--- config.mk ---
export PLATFORM = sky130hd
export DESIGN_NAME = genius_control
export DESIGN_NICKNAME = d
export VERILOG_FILES = /design/src/rtl/genius_control.sv
export SDC_FILE = /design/constraint.sdc
export NUM_CORES = 1
export LEC_CHECK = 0
export CAP_MARGIN = 20
export CORE_MARGIN = 4
export CORE_UTILIZATION = 28
export CTS_CLUSTER_SIZE = 14
export DETAILED_ROUTE_END_ITERATION = 8
export PLACE_DENSITY_LB_ADDON = 0.2
export SLEW_MARGIN = 20
export SYNTH_ARGS = -nofsm -noshare
export SYNTH_HDL_FRONTEND = slang
export SYNTH_SLANG_ARGS = --single-unit
--- constraint.sdc ---
create_clock -name CLOCK_50 -period 1.9 [get_ports CLOCK_50]
set_input_delay 0.38 -clock CLOCK_50 [delete_from_list [all_inputs] [get_ports CLOCK_50]]
set_output_delay 0.38 -clock CLOCK_50 [all_outputs]
set_load 0.01 [all_outputs]
--- src/rtl/genius_control.sv ---
// Moore sequencer for the Genius game datapath, with a synchronised and debounced enter button.
// Outputs are decoded from the state register only; the enter pulse comes from the filter's registered edge.
module genius_control #(
   parameter int p_key           = 4,
   parameter int DEBOUNCE_CYCLES = 500000
) (
   input  logic             CLOCK_50,
   input  logic             RESET_N,
   input  logic [p_key-1:0] KEY,
   input  logic             end_FPGA,
   input  logic             end_User,
   input  logic             end_time,
   input  logic             win,
   input  logic             match,
   output logic             R1,
   output logic             R2,
   output logic             E1,
   output logic             E2,
   output logic             E3,
   output logic             E4,
   output logic             SEL,
   output logic [2:0]       state_o
);

   localparam int CW = (DEBOUNCE_CYCLES > 2) ? $clog2(DEBOUNCE_CYCLES) : 1;

   typedef enum logic [2:0] {
      S_INIT     = 3'd0,
      S_SETUP    = 3'd1,
      S_SEQUENCE = 3'd2,
      S_PLAY     = 3'd3,
      S_CHECK    = 3'd4,
      S_RESULT   = 3'd5
   } state_t;

   logic          r_sync1;
   logic          r_sync2;
   logic          r_filt;
   logic          r_filt_d;
   logic [CW-1:0] r_cnt;
   logic          w_enter;
   logic [2:0]    r_state;
   logic [2:0]    w_next;
   logic          w_unused_key;

   assign w_unused_key = ^{KEY[p_key-1:2], KEY[0]};

   // The filter only follows the synced level after it has differed for DEBOUNCE_CYCLES edges in a row.
   always_ff @(posedge CLOCK_50 or negedge RESET_N) begin
      if (!RESET_N) begin
         r_sync1  <= 1'b1;
         r_sync2  <= 1'b1;
         r_filt   <= 1'b1;
         r_filt_d <= 1'b1;
         r_cnt    <= '0;
      end else begin
         r_sync1  <= KEY[1];
         r_sync2  <= r_sync1;
         r_filt_d <= r_filt;
         if (r_sync2 != r_filt) begin
            if (r_cnt == CW'(DEBOUNCE_CYCLES - 1)) begin
               r_filt <= r_sync2;
               r_cnt  <= '0;
            end else begin
               r_cnt  <= r_cnt + 1'b1;
            end
         end else begin
            r_cnt <= '0;
         end
      end
   end

   assign w_enter = r_filt_d & ~r_filt;

   always_ff @(posedge CLOCK_50 or negedge RESET_N) begin
      if (!RESET_N) begin
         r_state <= S_INIT;
      end else begin
         r_state <= w_next;
      end
   end

   always_comb begin
      w_next = r_state;
      case (r_state)
         S_INIT:     w_next = S_SETUP;
         S_SETUP:    if (w_enter) w_next = S_SEQUENCE;
         S_SEQUENCE: if (end_FPGA) w_next = S_PLAY;
         S_PLAY: begin
            if (end_time)     w_next = S_RESULT;
            else if (w_enter) w_next = S_CHECK;
         end
         S_CHECK: begin
            if (!match)        w_next = S_RESULT;
            else if (!end_User) w_next = S_PLAY;
            else if (win)      w_next = S_RESULT;
            else               w_next = S_SEQUENCE;
         end
         S_RESULT:   if (w_enter) w_next = S_INIT;
         default:    w_next = S_INIT;
      endcase
   end

   // Illegal codes present INIT outputs for their single cycle.
   always_comb begin
      R1  = 1'b0;
      R2  = 1'b0;
      E1  = 1'b0;
      E2  = 1'b0;
      E3  = 1'b0;
      E4  = 1'b0;
      SEL = 1'b0;
      case (r_state)
         S_SETUP:    E1 = 1'b1;
         S_SEQUENCE: begin
            E2 = 1'b1;
            R2 = 1'b1;
         end
         S_PLAY:     E3 = 1'b1;
         S_CHECK:    E4 = 1'b1;
         S_RESULT:   SEL = 1'b1;
         default: begin
            R1 = 1'b1;
            R2 = 1'b1;
         end
      endcase
   end

   assign state_o = r_state;

endmodule

==> reports/summary.txt <==
status - finished, final reports clean
Final TNS setup - 0 ns
top cells by count, synth - 23 x nor2_1, 22 x dfrtp_1, 14 x xnor2_1, 8 x nand3_1, 7 x nand2_1
Sink Count - 26
num rows - 24
Area growth, synth to finish - 28.7%
VDD IR max - 0.411 mV
max cap viols - 0
RR Startpoint - r_cnt[0]$_DFF_PN0_
most frequent CP cell - buf_4
Synthesis Warnings - 0
Residual DRC - 0
vias per inst - 4.92
Crit Path Max Fanout - 4
Wirelength per Cell - 12.5 um
met3 Usage GRT - 0.0222
syn_nets - 149
area of the mapped netlist - 1340 um^2
fin. max-slew vios - 0
RSZ-0062 raised after global routing - false
ANT nets after route - 0
post-synthesis sequential area ratio - 0.491
required time of the critical path - 1.52 ns
final hold viol count - 0
total global-route track usage - 0.0982
slowest cell on the critical path - clkdlybuf4s50_1
Synth area leader - dfrtp_1
starting density of the core - 0.299
FF-to-FF path depth - 5
r2r setup slk - 0.12 ns
Num CTS Buffers - 3
number of global-route vias before repair - 1063
initial antenna violation count - 0
HPWL after DPL - 1.96 mm
TritonCTS clock tree - built
period utilization - 0.961
number of flops mapped to enable cells by yosys - 0
post-synthesis mux area share - 0.0159
post-synthesis compound-gate area fraction - 0.0646
Post-Synth Simple-Gate Area - 0.287
fmax - 547 MHz
synth top area cells - dfrtp_1 41%, xnor2_1 9.2%, dfstp_2 7.9%
die width - 77.1 um
clk root buf - clkbuf_8
PD cells - 660 nW/um^2
clock-pin slew on the worst setup and hold paths - 0.08 ns
critical path class - flip-flop to primary output
Tmin final - 1.83 ns
FILL cells - 444
Net count, final - 182
Post-Synth XOR/XNOR Area - 0.105
Netlist cell types - 34
DP Cell Count - 211
clock skew - 0.00738 ns
number of antenna diodes - 0
most common cell in the netlist - nor2_1
vias post-DR - 1088
Yosys top cell area share - 0.412
M2 GR Usage - 0.160
crit start category - flip-flop
pin count of the biggest net entering global routing - 27
gate count after technology mapping - 137
GR peak layer - met2
r2r endpoint - r_cnt[18]$_DFF_PN0_
syn avg cell area - 9.75 um^2
crit-path cells - buf_4 -> buf_4 -> clkdlybuf4s50_1
Die Ht - 77.1 um
largest family of logic cells by synthesized area - simple AND/OR/NAND/NOR gates
Setup-failing EPs final - 0
post-synthesis adder-cell area fraction - 0.00936
Hold Buf Count CTS - 0
drt total wl - 2.76 mm
Rel. slew slack - 0.734
hold slack - 0.358 ns
Worst Hold Depth - 0
grt total ovfl - 0
hold path startpoint - r_sync1$_DFF_PN1_
first-pass GRT wire length - 4.79 mm
post-route insts no fill - 221
hold crit path type - flip-flop to flip-flop
hold-critical path endpoint - r_sync2$_DFF_PN1_
I/O Buffers - 17
die footprint - 5940 um^2
H-tree depth - 1
register bit total from synthesis - 26
Max clock buf depth - 2
Placer Congestion - 0.815
Worst Setup End Kind - primary output
crit-path max cell delay - 0.47 ns
Top FF cell, synth - dfrtp_1
WP data arrival - 1.45 ns
leakage power total - 0.711 nW
IO Pins - 21
ys async rst share - 1.00
Clock Latency Late Sink - 0.27 ns
met1 usage - 0.126
initial drt markers - 24
worst-margin pin slew - 0.396 ns
layout cell share with drive strength beyond 1 - 0.195
core area - 4470 um^2
DR pass1 iterations - 4
-- worst max-delay path, delay by kind of cell, from the launching register on --
family,cells,cell delay (ns)
buffers and inverters,3,0.75
DFF,1,0.43
-- through the flow --
step | power, W | setup slack [ns] | cell area, um^2 | utilization
6_report | 0.00114 | 0.0734 | 1720 | 0.385
5_1_grt | 0.00121 | 0.00466 | 1720 | 0.385
4_1_cts | 0.00115 | 0.0665 | 1710 | 0.382
3_5_place_dp | 0.000832 | 0.0773 | 1620 | 0.363
3_3_place_gp | 0.000830 | 0.113 | 1620 | 0.363
2_1_floorplan | 0.000695 | 0.160 | 1340 | -
-- cell families (layout without fill, tap and decap cells) --
group                    after synthesis  after routing
flip-flops                            26             26
multiplexers                           2              2
AND/OR/NAND/NOR                       69             69
AO/OA/AOI/OAI                         14             14
buffers and inverters                  9             41
adder cells (fa/ha/maj)                1              1
XOR/XNOR                              16             16
-- layout by cell type (no fill, tap or decap), drive strengths merged, types with 3 or more instances in the layout --
cell type / count
dfstp: 4
nand3: 9
nor4: 7
o21ai: 3
clkdlybuf4s50: 10
clkbuf: 4
a21o: 3
xnor2: 14
dlygate4sd2: 7
dfrtp: 22
nand2: 7
nand4: 4
buf: 16
nor3: 6
a21oi: 4
nor2: 23
inv: 4
-- sequential cells by signal (all words and copies together) (netlist names) --
name / cells
r_cnt: 19
r_filt: 1
r_filt_d: 1
r_sync1: 1
r_sync2: 1
state_o: 3
-- final cells by class --
cell class              count  area, um^2  share of cell area
clock buffers               4        45.0              0.0262
inverters                   4        15.0             0.00873
multi-input cells         102         656               0.381
flip-flops and latches     26         658               0.383
well taps                  52        65.1              0.0378
repair buffers             33         282               0.164
-- power breakdown --
part / leakage, nW / internal (W) / total (W) / switching (W)
Clock: 0.0228 / 0.000150 / 0.000314 / 0.000164
Sequential: 0.338 / 0.000571 / 0.000593 / 0.0000215
Combinational: 0.350 / 0.000120 / 0.000228 / 0.000109
Total: 0.711 / 0.000841 / 0.00114 / 0.000294
-- timing repair --
action                     CTS  global route
gates resized for setup     10             2
setup buffers                6             0
setup endpoints to repair    8             1
gates cloned                 0             0
pin swaps                    0             1
-- routing by layer --
layer	share of wire	wire [um]	vias to the layer above
met5	0	0	-
met4	0.014	38	0
met3	0.061	167	5
li1	-	-	542
met1	0.45	1240	509
met2	0.48	1320	32
-- worst max path at each step --
stage	startpoint	end	slack, ns	depth (start not counted)
6_report	state_o[1]$_DFFE_PN0P_	state_o[1]	0.07	3
4_1_cts	state_o[1]$_DFFE_PN0P_	state_o[1]	0.07	3
5_1_grt	r_cnt[0]$_DFF_PN0_	r_cnt[18]$_DFF_PN0_	0.005	5
3_5_place_dp	state_o[1]$_DFFE_PN0P_	R2	0.08	3
3_3_place_gp	state_o[1]$_DFFE_PN0P_	R2	0.11	3
2_1_floorplan	r_cnt[0]$_DFF_PN0_	r_cnt[18]$_DFF_PN0_	0.16	5
Note: power is estimated with default switching activity, not from simulation.
